**src/rtl/boolnet_run_if.sv**
```systemverilog
// boolnet_run_if: host handshake and network-core signals of the run controller
interface boolnet_run_if #(
  parameter int N_NODES   = 9,
  parameter int N_INPUTS  = 1,
  parameter int MAX_STEPS = 1024,
  parameter int STEP_W    = $clog2(MAX_STEPS + 1)
);
  logic                start;
  logic [1:0]          mode;
  logic [N_NODES-1:0]  init_state;
  logic [N_INPUTS-1:0] init_inputs;
  logic                abort;
  logic [N_NODES-1:0]  next_state;
  logic [N_NODES-1:0]  state;
  logic [N_INPUTS-1:0] net_inputs;
  logic                busy;
  logic                done;
  logic [2:0]          result;
  logic [STEP_W-1:0]   steps;
  logic [STEP_W-1:0]   period;
  modport master (
    output start, mode, init_state, init_inputs, abort, next_state,
    input  state, net_inputs, busy, done, result, steps, period
  );
  modport slave (
    input  start, mode, init_state, init_inputs, abort, next_state,
    output state, net_inputs, busy, done, result, steps, period
  );
endinterface

```
**src/rtl/boolnet_run_controller.sv**
```systemverilog
// boolnet_run_controller: runs a Boolean network to fixed point, cycle, timeout or abort
module boolnet_run_controller #(
  parameter int N_NODES   = 9,
  parameter int N_INPUTS  = 1,
  parameter int MAX_STEPS = 1024,
  parameter int STEP_W    = $clog2(MAX_STEPS + 1)
) (
  input logic          clk,
  input logic          rst,
  boolnet_run_if.slave bus
);
  localparam int PTR_W = N_NODES > 1 ? $clog2(N_NODES) : 1;
  localparam logic [STEP_W-1:0] MAX_C = STEP_W'(MAX_STEPS);
  localparam logic [2:0] R_NONE = 3'd0, R_FIXED = 3'd1, R_CYCLE = 3'd2, R_TIMEOUT = 3'd3, R_ABORT = 3'd4;
  typedef enum logic [1:0] {IDLE, LOAD, RUN, DONE} fsm_t;
  fsm_t                fsm_q, fsm_d;
  logic [N_NODES-1:0]  state_q, state_d, snap_q, snap_d, ns;
  logic [N_INPUTS-1:0] inp_q, inp_d;
  logic                async_q, async_d;
  logic [2:0]          result_q, result_d;
  logic [STEP_W-1:0]   steps_q, steps_d, period_q, period_d, power_q, power_d, lam_q, lam_d, lam_n;
  logic [PTR_W-1:0]    ptr_q, ptr_d;
  always_comb begin
    fsm_d    = fsm_q;
    state_d  = state_q;
    snap_d   = snap_q;
    inp_d    = inp_q;
    async_d  = async_q;
    result_d = result_q;
    steps_d  = steps_q;
    period_d = period_q;
    power_d  = power_q;
    lam_d    = lam_q;
    ptr_d    = ptr_q;
    ns       = state_q;
    ns[ptr_q] = bus.next_state[ptr_q];
    ns       = async_q ? ns : bus.next_state;
    lam_n    = lam_q + STEP_W'(1);
    case (fsm_q)
      IDLE: if (bus.start) begin
        fsm_d    = LOAD;
        async_d  = bus.mode == 2'd1;
        state_d  = bus.init_state;
        inp_d    = bus.init_inputs;
        steps_d  = '0;
        period_d = '0;
        result_d = R_NONE;
      end
      LOAD: begin
        fsm_d   = RUN;
        ptr_d   = '0;
        lam_d   = '0;
        power_d = STEP_W'(1);
        snap_d  = state_q;
      end
      RUN: if (bus.abort) begin
        fsm_d    = DONE;
        result_d = R_ABORT;
      end else if (bus.next_state == state_q) begin
        fsm_d    = DONE;
        result_d = R_FIXED;
      end else if (steps_q == MAX_C) begin
        fsm_d    = DONE;
        result_d = R_TIMEOUT;
      end else begin
        state_d = ns;
        steps_d = steps_q + STEP_W'(1);
        if (async_q) begin
          ptr_d = ptr_q == PTR_W'(N_NODES - 1) ? '0 : ptr_q + PTR_W'(1);
        end else if (ns == snap_q) begin
          fsm_d    = DONE;
          result_d = R_CYCLE;
          period_d = lam_n;
        end else if (lam_n == power_q) begin
          snap_d  = ns;
          power_d = power_q > (MAX_C >> 1) ? MAX_C : power_q << 1;
          lam_d   = '0;
        end else begin
          lam_d = lam_n;
        end
      end
      default: fsm_d = IDLE;
    endcase
  end
  always_ff @(posedge clk) begin
    if (rst) begin
      fsm_q    <= IDLE;
      state_q  <= '0;
      snap_q   <= '0;
      inp_q    <= '0;
      async_q  <= 1'b0;
      result_q <= R_NONE;
      steps_q  <= '0;
      period_q <= '0;
      power_q  <= '0;
      lam_q    <= '0;
      ptr_q    <= '0;
    end else begin
      fsm_q    <= fsm_d;
      state_q  <= state_d;
      snap_q   <= snap_d;
      inp_q    <= inp_d;
      async_q  <= async_d;
      result_q <= result_d;
      steps_q  <= steps_d;
      period_q <= period_d;
      power_q  <= power_d;
      lam_q    <= lam_d;
      ptr_q    <= ptr_d;
    end
  end
  assign bus.state      = state_q;
  assign bus.net_inputs = inp_q;
  assign bus.result     = result_q;
  assign bus.steps      = steps_q;
  assign bus.period     = period_q;
  assign bus.busy       = fsm_q == LOAD || fsm_q == RUN;
  assign bus.done       = fsm_q == DONE;
endmodule
```
**src/flat_wrapper.sv**
```systemverilog
// flat-port wrapper written by rule: the top's interface ports become plain ports
module boolnet_run_controller_flat 
#(
  parameter int N_NODES   = 9,
  parameter int N_INPUTS  = 1,
  parameter int MAX_STEPS = 1024,
  parameter int STEP_W    = $clog2(MAX_STEPS + 1)
)
  (clk, rst, bus_start, bus_mode, bus_init_state, bus_init_inputs, bus_abort, bus_next_state, bus_state, bus_net_inputs, bus_busy, bus_done, bus_result, bus_steps, bus_period);
  boolnet_run_if #(.N_NODES(N_NODES), .N_INPUTS(N_INPUTS), .MAX_STEPS(MAX_STEPS), .STEP_W(STEP_W)) bus_i ();
  input logic clk;
  input logic rst;
  input wire logic [$bits(bus_i.start)-1:0] bus_start;
  input wire logic [$bits(bus_i.mode)-1:0] bus_mode;
  input wire logic [$bits(bus_i.init_state)-1:0] bus_init_state;
  input wire logic [$bits(bus_i.init_inputs)-1:0] bus_init_inputs;
  input wire logic [$bits(bus_i.abort)-1:0] bus_abort;
  input wire logic [$bits(bus_i.next_state)-1:0] bus_next_state;
  output wire logic [$bits(bus_i.state)-1:0] bus_state;
  output wire logic [$bits(bus_i.net_inputs)-1:0] bus_net_inputs;
  output wire logic [$bits(bus_i.busy)-1:0] bus_busy;
  output wire logic [$bits(bus_i.done)-1:0] bus_done;
  output wire logic [$bits(bus_i.result)-1:0] bus_result;
  output wire logic [$bits(bus_i.steps)-1:0] bus_steps;
  output wire logic [$bits(bus_i.period)-1:0] bus_period;
  assign bus_i.start = bus_start;
  assign bus_i.mode = bus_mode;
  assign bus_i.init_state = bus_init_state;
  assign bus_i.init_inputs = bus_init_inputs;
  assign bus_i.abort = bus_abort;
  assign bus_i.next_state = bus_next_state;
  assign bus_state = bus_i.state;
  assign bus_net_inputs = bus_i.net_inputs;
  assign bus_busy = bus_i.busy;
  assign bus_done = bus_i.done;
  assign bus_result = bus_i.result;
  assign bus_steps = bus_i.steps;
  assign bus_period = bus_i.period;
  boolnet_run_controller #(.N_NODES(N_NODES), .N_INPUTS(N_INPUTS), .MAX_STEPS(MAX_STEPS), .STEP_W(STEP_W)) u_core (.clk(clk), .rst(rst), .bus(bus_i));
endmodule
```
**config.mk**
```make
export PLATFORM = sky130hd
export DESIGN_NAME = boolnet_run_controller_flat
export DESIGN_NICKNAME = d
export VERILOG_FILES = /design/src/rtl/boolnet_run_if.sv /design/src/rtl/boolnet_run_controller.sv /design/src/flat_wrapper.sv
export SDC_FILE = /design/constraint.sdc
export NUM_CORES = 1
export LEC_CHECK = 0
export CAP_MARGIN = 20
export CORE_MARGIN = 5
export CORE_UTILIZATION = 60
export CTS_BUF_LIST = sky130_fd_sc_hd__clkbuf_16
export CTS_CLUSTER_DIAMETER = 40
export CTS_CLUSTER_SIZE = 14
export DETAILED_ROUTE_END_ITERATION = 10
export PLACE_DENSITY = 0.86
export SYNTH_ARGS = -nofsm -noshare
export SYNTH_HDL_FRONTEND = slang
export SYNTH_SLANG_ARGS = --single-unit
```
**constraint.sdc**
```tcl
create_clock -name clk -period 6.2 [get_ports clk]
set_clock_uncertainty 0.1 [all_clocks]
set_input_delay 1.24 -clock clk [delete_from_list [all_inputs] [get_ports clk]]
set_output_delay 1.24 -clock clk [all_outputs]
set_load 0.02 [all_outputs]
```
==> flow_summary.json, run 1 <==
{
  "r2r_end": "u_core.power_q[5]$_SDFFE_PP0P_",
  "ir_worst_vdd_v": 0.000239,
  "fp.dieArea_sq_um": 9700,
  "yosysUniqueCellTypes": 74,
  "antenna_found_initial": 0,
  "maxCapViolCount": 0,
  "tritoncts": "yes",
  "min_to": "u_core.bus.result[1]$_SDFFE_PP0P_",
  "wl_per_cell_microns": 17.9,
  "chipHeight_microns": 98.5,
  "clk_pin_slew_ns": 0.06,
  "row_count": 32,
  "leakagePower_nw": 1.97,
  "htree_levels": 3,
  "ant_nets": 0,
  "cts_setup_buffers": 0,
  "start_kind": "input pin",
  "area_growth_pct": 17.0,
  "root_buffer": "clkbuf_16",
  "fmax_ghz": 0.225,
  "yosys_register_bits": 73,
  "synth_top_flop_cell": "dfxtp_1",
  "grt_max_degree": 39,
  "fin_area_sq_um": 5500,
  "ff2ff_path_depth": 9,
  "cts.sinks": 73,
  "drt_first_pass_iters": 8,
  "final-hold-violation-count": 0,
  "grt_usage_pct": 26.4,
  "postCtsHoldBufs": 0,
  "synth_edf_count": 0,
  "rsz0062_at_grt": "false",
  "drt-initial-drc-count": 353,
  "period_share_pct": 71.7,
  "die_width_microns": 98.5,
  "ys_async_sr_fraction_pct": 0,
  "hold_depth": 2,
  "seq_area_frac_synth_pct": 31.1,
  "postSynthAreaPerCell_sq_um": 8.42,
  "globalplace.congestion": 0.995,
  "post-route-min-period_ns": 4.45,
  "fill_cells": 606,
  "ys_warn_count": 0,
  "synthCells": 558,
  "clk_path_buf_depth": 2,
  "clk_latency_ns": 0.34,
  "powerDensity_nw_per_um2": 350,
  "min_from": "u_core.bus.result[1]$_SDFFE_PP0P_",
  "wirelength_microns": 12600,
  "worst_slew_pin_slew_ns": 1.06,
  "cts_resized": 0,
  "layout-drive-gt1-share_pct": 7.62,
  "hold_path.class": "reg -> reg",
  "path_class": "in -> reg",
  "crit_required_ns": 6.31,
  "core_sq_um": 7690,
  "place_hpwl_microns": 9230,
  "final_max_slew_viol_count": 0,
  "numCtsBuffers": 9,
  "initial_core_util_pct": 61.1,
  "io_buffers": 61,
  "reg2reg_from": "u_core.lam_q[0]$_SDFFE_PP0P_",
  "finalSetupViolCount": 0,
  "path_max_fanout": 23,
  "grt_pass1_wl_microns": 21200,
  "slew_headroom_pct": 29.0,
  "syn-cell-area_sq_um": 4700,
  "vias": 4537,
  "fin_nets": 635,
  "io_pins": 62,
  "status": "complete, no violations",
  "place_area_sq_um": 5220,
  "rrSetupSlack_ns": 2.17,
  "drc_errors": 0,
  "setup_tns_ns": 0,
  "grt_overflow": 0,
  "diodes": 0,
  "cp_data_arrival_time_ns": 4.56,
  "grt_pass1_vias": 4356,
  "synth_nets": 594,
  "end_kind": "flip-flop",
  "viasPerCell": 6.43
}
-- metrics by stage --
| stage | total power, W | worst slack (ns) | hold WS [ns] | instances | utilization, % |
|---|---|---|---|---|---|
| 3_3_place_gp | 0.00142 | 1.60 | 0.344 | 689 | 67.9 |
| 5_1_grt | 0.00204 | 1.48 | 0.396 | 706 | 71.5 |
| 2_1_floorplan | 0.00122 | 2.69 | 0.369 | 558 | - |
| 3_5_place_dp | 0.00144 | 1.50 | 0.348 | 689 | 67.9 |
| 4_1_cts | 0.00191 | 1.81 | 0.356 | 705 | 71.4 |
| 6_report | 0.00193 | 1.75 | 0.356 | 706 | 71.5 |
-- cell families after synthesis --
family / after synthesis / synth area share (%)
flops: 73 / 31.1
xor+xnor: 52 / 11.1
simple gates: 200 / 21.4
buf+inv: 52 / 6.52
fa+ha+maj: 11 / 2.93
compound gates: 154 / 23.5
mux: 16 / 3.46
-- how the worst max path moves through the flow --
stage / endpoint / from / cells after the start
after global routing: u_core.power_q[9]$_SDFFE_PP0P_ / bus_next_state[1] / 9
final: u_core.power_q[5]$_SDFFE_PP0P_ / bus_next_state[1] / 9
after floorplan: u_core.lam_q[6]$_SDFFE_PP0P_ / bus_next_state[1] / 9
after CTS: u_core.power_q[5]$_SDFFE_PP0P_ / bus_next_state[0] / 9
after global placement: u_core.power_q[4]$_SDFFE_PP0P_ / bus_next_state[1] / 9
after detailed placement: u_core.power_q[5]$_SDFFE_PP0P_ / bus_next_state[0] / 9
-- routing by layer --
layer  up-vias  share of wire [%]  wire length [microns]  GRT usage (%)
li1       2147                  -                      -              -
met1      2132                 42                   5290           33.6
met2       224                 47                   5960           43.8
met3        34                8.5                   1070           7.15
met4         0                2.4                    305           7.98
met5         -                  0                      0              0
-- synth_stat cells, types with 4 or more instances --
cell / count / area share (%)
o311a_1: 4 / 0.85
and2_1: 4 / 0.53
nor2_1: 39 / 3.1
o311ai_0: 5 / 0.93
o311a_2: 7 / 1.7
clkbuf_1: 18 / 1.4
inv_1: 14 / 1.1
mux2i_1: 14 / 3.0
or3_1: 7 / 0.93
xor2_1: 18 / 3.4
o21ai_0: 30 / 3.2
o2bb2ai_1: 7 / 1.3
nor3_1: 12 / 1.3
dfxtp_1: 73 / 31
xnor2_1: 30 / 5.6
and3_1: 7 / 0.93
nand2_1: 70 / 5.6
nand3_1: 18 / 1.9
nor2b_1: 4 / 0.53
ha_1: 11 / 2.9
a32oi_1: 5 / 0.93
nor4_1: 4 / 0.53
o211ai_1: 15 / 2.4
o21a_1: 4 / 0.64
clkbuf_8: 7 / 2.1
a21oi_1: 29 / 3.1
buf_2: 5 / 0.53
buf_6: 4 / 0.96
a31oi_1: 14 / 1.9
nand4_1: 14 / 1.9
-- sequential cells by signal, indices dropped and copies added (netlist names) --
name	count
u_core.bus.period	11
u_core.bus.steps	11
u_core.lam_q	11
u_core.power_q	11
u_core.bus.state	9
u_core.snap_q	9
u_core.ptr_q	4
u_core.bus.result	3
u_core.fsm_q	2
u_core.async_q	1
u_core.bus.net_inputs	1
-- critical path, cell delays in order --
cell and delay (ns):
clkdlybuf4s50_1 0.49, mux2_2 0.33, a2111o_1 0.49, nand2_1 0.33, mux2i_1 0.17, nand3_1 0.16
nor4b_4 0.88, nor2_2 0.28, mux2i_1 0.19
-- layout by cell type (no fill, tap or decap), types with 4 or more instances in the layout --
cell / instances
a21oi_1: 29
a31oi_1: 14
a32oi_1: 5
and2_1: 4
and3_1: 7
buf_4: 4
clkbuf_16: 9
clkdlybuf4s50_1: 61
clkinv_2: 4
dfxtp_1: 73
ha_1: 11
inv_1: 14
mux2i_1: 14
nand2_1: 70
nand3_1: 18
nand4_1: 14
nor2_1: 39
nor2b_1: 4
nor3_1: 12
nor4_1: 4
o211ai_1: 15
o21a_1: 4
o21ai_0: 30
o2bb2ai_1: 7
o311a_1: 4
o311a_2: 7
o311ai_0: 5
or3_1: 7
xnor2_1: 30
xor2_1: 18
-- final cells by class --
class | count | area, sq um | area share (%)
Multi-Input combinational cell | 433 | 2930 | 53.3
Sequential cell | 73 | 1460 | 26.6
Timing Repair Buffer | 66 | 648 | 11.8
Clock buffer | 9 | 225 | 4.10
Tap cell | 102 | 128 | 2.32
Inverter | 16 | 60.1 | 1.09
Clock inverter | 7 | 45.0 | 0.819
-- report_power, final --
part / internal [W] / total (W) / switching [W]
Clock: 0.000270 / 0.000482 / 0.000212
Combinational: 0.000327 / 0.000799 / 0.000472
Sequential: 0.000538 / 0.000645 / 0.000107
(Power assumes the default switching activity.)
==> run 2: changes to the inputs <==
CORE_UTILIZATION = 56   (was 60)
PLACE_DENSITY = 0.81   (was 0.86)
clock period = 4.3 ns   (was 6.2 ns; I/O delays follow)
==> run 2 against run 1 <==
  * Sequential share of layout area shrank 0.30 points
  * Combinational power rose by 48%
  * Worst setup slack got worse by 1.2 ns
  * Critical endpoint is now u_core.lam_q[6]$_SDFFE_PP0P_
  * Critical path type unchanged
  * Worst hold slack better by 0.0020 ns
  * Clock power is 52% higher
  * Design area up 1.2%
  * Clock-buffer cell count unchanged
  * Non-clock buffer count increased by 6
==> flow_summary.json, run 2 (synthesis results as in run 1) <==
{
  "status": "complete, no violations",
  "htree_levels": 3,
  "cts.sinks": 73,
  "maxCapViolCount": 0,
  "globalplace.congestion": 0.940,
  "path_max_fanout": 10,
  "drt_first_pass_iters": 6,
  "root_buffer": "clkbuf_16",
  "clk_path_buf_depth": 2,
  "combPwrFrac_pct": 41.5,
  "clk_latency_ns": 0.34,
  "clk_pin_slew_ns": 0.07,
  "final_max_slew_viol_count": 0,
  "top_usage_layer": "met2",
  "crit_required_ns": 4.41,
  "period_share_pct": 86.6,
  "setup_tns_ns": 0,
  "worst_slew_pin_slew_ns": 0.852,
  "final-hold-violation-count": 0,
  "ant_nets": 0,
  "tritoncts": "yes",
  "gr-usage-met2_pct": 39.9,
  "grt_util_met3_pct": 5.65,
  "leakagePower_nw": 1.99,
  "cp_data_arrival_time_ns": 3.83,
  "core_sq_um": 8180,
  "power.switching_w": 0.00117,
  "numCtsBuffers": 9,
  "path_cells": "clkdlybuf4s50_1, mux2_2, a2111o_1, nand2_1, mux2i_1, nand3_1, o311a_1, a41oi_1, a31oi_1",
  "drt-initial-drc-count": 416,
  "antenna_found_initial": 0,
  "cp-startpoint": "bus_next_state[0]",
  "fin_nets": 641,
  "cts_resized": 0,
  "wirelength_microns": 12900,
  "viasPerCell": 6.27,
  "cts_setup_buffers": 0,
  "use_met1_pct": 36.3,
  "die_width_microns": 102,
  "reg2reg_from": "u_core.lam_q[0]$_SDFFE_PP0P_",
  "chipHeight_microns": 102,
  "fmax_ghz": 0.269,
  "p_int_w": 0.00167,
  "post-route-min-period_ns": 3.72,
  "critPathMaxStageDelay_ns": 0.52,
  "path_class": "in -> reg",
  "area_growth_pct": 18.4,
  "grt_max_degree": 27,
  "hold_ws_ns": 0.358,
  "drc_errors": 0,
  "rsz0062_at_grt": "false",
  "io_buffers": 61,
  "start_kind": "input pin",
  "layout-drive-gt1-share_pct": 8.52,
  "row_count": 33,
  "finalSetupViolCount": 0,
  "slew_headroom_pct": 43.2,
  "vias": 4484,
  "cp_num_buf_inv": 1,
  "initial_core_util_pct": 57.5,
  "place_hpwl_microns": 9400,
  "end_kind": "flip-flop",
  "min_from": "u_core.bus.result[1]$_SDFFE_PP0P_",
  "grt_overflow": 0,
  "grt_pass1_vias": 4308,
  "postCtsHoldBufs": 0,
  "powerDensity_nw_per_um2": 511,
  "hold_path.class": "reg -> reg",
  "p_seq_share_pct": 32.7,
  "cpMaxStageDelayCell": "o311a_1",
  "pwr-share-clk_pct": 25.8,
  "layout_common_cells": "dfxtp_1, nand2_1, clkdlybuf4s50_1",
  "grt_pass1_wl_microns": 21500,
  "ir_worst_vdd_v": 0.000313,
  "crit_family": "compound AO/OA/AOI/OAI gates",
  "fp.dieArea_sq_um": 10300,
  "wl_per_cell_microns": 18.1,
  "grt_usage_pct": 26.0,
  "sw_frac_of_total_pct": 41.3,
  "io_pins": 62,
  "final_common_cell": "dfxtp_1",
  "diodes": 0
}
run 2: path summary, 6_finish.rpt:
path | end | slack (ns) | depth (start not counted)
worst min register to register | u_core.bus.result[1]$_SDFFE_PP0P_ | 0.36 | 2
worst max register to register | u_core.snap_q[6]$_SDFFE_PP0P_ | 0.85 | 10
worst max-delay path | u_core.lam_q[6]$_SDFFE_PP0P_ | 0.58 | 9
worst min-delay path | u_core.bus.result[1]$_SDFFE_PP0P_ | 0.36 | 2
run 2: worst reg2reg max path, cell delays in order, from the launching register on:
cell      delay [ns]
dfxtp_1         0.54
ha_1            0.41
xnor2_1         0.30
o211ai_1        0.13
a311oi_1        0.27
nand4_1         0.16
or4_4           0.58
nor4b_4         0.33
buf_4           0.27
o21ai_0         0.10
o311a_2         0.14
run 2: power groups by stage:
stage / sequential (W) / combinational, W / clock, W
finish: 0.000928 / 0.00118 / 0.000733
global route: 0.000942 / 0.00129 / 0.000774
CTS: 0.000925 / 0.00116 / 0.000735
detailed placement: 0.000938 / 0.00116 / 0
global placement: 0.000937 / 0.00113 / 0
floorplan: 0.000939 / 0.000821 / 0
run 2: metal layers:
layer | vias up | wire length, microns
met2 | 203 | 5790
met3 | 18 | 1020
met1 | 2104 | 5950
met5 | - | 0
li1 | 2159 | -
met4 | 0 | 167
run 2: through the flow:
| stage | util, % | cells | total power, W | setup WS (ns) | cell area, sq um |
|---|---|---|---|---|---|
| 2_1_floorplan | - | 558 | 0.00176 | 1.17 | 4700 |
| 3_3_place_gp | 64.4 | 698 | 0.00206 | 0.411 | 5270 |
| 3_5_place_dp | 64.5 | 699 | 0.00209 | 0.291 | 5280 |
| 4_1_cts | 68.0 | 715 | 0.00282 | 0.641 | 5560 |
| 5_1_grt | 68.0 | 715 | 0.00301 | 0.381 | 5560 |
| 6_report | 68.0 | 715 | 0.00284 | 0.577 | 5560 |
run 2: area by class of cell:
type / count / area (sq um)
Multi-Input combinational cell: 433 / 2930
Fill cell: 701 / 2610
Sequential cell: 73 / 1460
Timing Repair Buffer: 72 / 693
Clock buffer: 9 / 225
Tap cell: 105 / 131
Clock inverter: 7 / 60.1
Inverter: 16 / 60.1
==> run 3: changes to the inputs <==
CAP_MARGIN = unset   (was 20)
CORE_UTILIZATION = 30   (was 56)
PLACE_DENSITY = unset   (was 0.81)
==> run 3 against run 2 <==
  * Cell count increased by 15%
  * Worst hold slack worse by 0.0041 ns
  * Clock power grew 2%
  * Clock-buffer cell count is the same
  * Sequential power shrank 0.8%
  * Design area rose by 2.7%
  * Worst setup slack lost 0.012 ns
  * Non-clock buffer count up 1
  * Via count down 0.91%
  * Global-route usage down 11 points
  * Combinational power hardly changed
==> flow_summary.json, run 3 (synthesis results as in run 1) <==
{
  "status": "complete, no violations",
  "area_growth_pct": 21.6,
  "io_pins": 62,
  "htree_levels": 3,
  "grt_pass1_wl_microns": 22500,
  "rsz0062_at_grt": "false",
  "final_max_slew_viol_count": 0,
  "path_cells": "clkdlybuf4s50_1, mux2_2, a2111o_1, nand2_1, mux2i_1, nand3_1, o311a_1, a41oi_1, a31oi_1",
  "vias": 4443,
  "drt_first_pass_iters": 4,
  "antenna_found_initial": 0,
  "layout_common_cells": "dfxtp_1, nand2_1, clkdlybuf4s50_1",
  "critPathMaxStageDelay_ns": 0.51,
  "fin_nets": 642,
  "cpMaxStageDelayCell": "o311a_1",
  "setup_tns_ns": 0,
  "post-route-min-period_ns": 3.73,
  "grt_usage_pct": 15.5,
  "grt_max_degree": 38,
  "slew_headroom_pct": 17.4,
  "grt_overflow": 0,
  "grt_pass1_vias": 4179,
  "place_area_sq_um": 5420,
  "viasPerCell": 5.41,
  "post-place-ws_ns": 0.253,
  "drc_errors": 0,
  "clk_pin_slew_ns": 0.06,
  "core_sq_um": 15300,
  "worst_slew_pin_slew_ns": 1.23,
  "diodes": 0,
  "layout-drive-gt1-share_pct": 8.35,
  "wl_per_cell_microns": 17.0,
  "maxCapViolCount": 0,
  "root_buffer": "clkbuf_16",
  "place_hpwl_microns": 10400,
  "p_total_w": 0.00285,
  "cts.sinks": 73,
  "cp_data_arrival_time_ns": 3.85,
  "ir_worst_vdd_v": 0.000279,
  "worst_slack_ns": 0.565,
  "path_class": "in -> reg",
  "fmax_ghz": 0.268,
  "initial_core_util_pct": 30.8,
  "start_kind": "input pin",
  "cts_setup_buffers": 0,
  "die_width_microns": 135,
  "clk_path_buf_depth": 2,
  "drt-initial-drc-count": 337,
  "period_share_pct": 86.9,
  "row_count": 45,
  "wirelength_microns": 14000,
  "globalplace.congestion": 0.916,
  "powerDensity_nw_per_um2": 499,
  "clk_latency_ns": 0.34,
  "leakagePower_nw": 2.01,
  "crit_required_ns": 4.41,
  "finalSetupViolCount": 0,
  "numCtsBuffers": 9,
  "fin_area_sq_um": 5710,
  "hold_path.class": "reg -> reg",
  "postCtsHoldBufs": 0,
  "chipHeight_microns": 135,
  "final_common_cell": "dfxtp_1",
  "cts_resized": 0,
  "fp.dieArea_sq_um": 18300,
  "path_max_fanout": 10,
  "io_buffers": 61,
  "final-hold-violation-count": 0,
  "end_kind": "flip-flop",
  "tritoncts": "yes",
  "ant_nets": 0
}
==> run 3: cell count changes in the layout (fill, tap and decap cells not counted) <==
cell | previous run | this run
bufinv_16 | 0 | 1
clkinv_4 | 0 | 3
clkinvlp_4 | 3 | 1
clkinv_1 | 2 | 4
inv_8 | 1 | 0
buf_4 | 11 | 12
inv_6 | 3 | 0
==> run 3: where the power goes <==
group | switching, W | internal (W)
Sequential | 0.000145 | 0.000776
Combinational | 0.000696 | 0.000487
Clock | 0.000301 | 0.000448
==> run 3: final cells by class <==
cell class | instances | area [sq um]
well taps | 211 | 264
inverters | 16 | 60.1
flip-flops and latches | 73 | 1460
fillers | 1616 | 9550
clock buffers | 9 | 225
repair buffers | 73 | 701
multi-input cells | 433 | 2930
clock inverters | 7 | 71.3
==> run 3: metrics by stage <==
stage          util (%)  std cells  hold slack [ns]
5_1_grt            37.4        822            0.388
2_1_floorplan         -        558            0.369
3_5_place_dp       35.5        806            0.352
3_3_place_gp       35.5        806            0.343
4_1_cts            37.4        822            0.360
6_report           37.4        822            0.354
==> run 3: metal layers <==
layer	routed length, microns	track usage, %	share of wire, %	vias up
li1	-	-	-	2171
met3	860	3.23	6.2	21
met5	0	0	0	-
met1	6660	21.6	48	2122
met4	322	6.83	2.3	0
met2	6140	22.9	44	129
==> run 3: worst max-delay path: cells and delay by family <==
| family | cells | cell delay, ns |
|---|---|---|
| AOI/OAI and AO/OA | 4 | 1.35 |
| muxes | 2 | 0.66 |
| buffers and inverters | 1 | 0.50 |
| and+or+nand+nor | 2 | 0.49 |
==> run 3: final timing paths <==
kind,start,endpoint,slack [ns],cells past startpoint
min reg2reg,u_core.bus.net_inputs$_SDFFE_PP0P_,u_core.bus.net_inputs$_SDFFE_PP0P_,0.35,2
min,u_core.bus.net_inputs$_SDFFE_PP0P_,u_core.bus.net_inputs$_SDFFE_PP0P_,0.35,2
max,bus_next_state[0],u_core.lam_q[6]$_SDFFE_PP0P_,0.57,9
max reg2reg,u_core.lam_q[0]$_SDFFE_PP0P_,u_core.snap_q[1]$_SDFFE_PP0P_,0.86,10
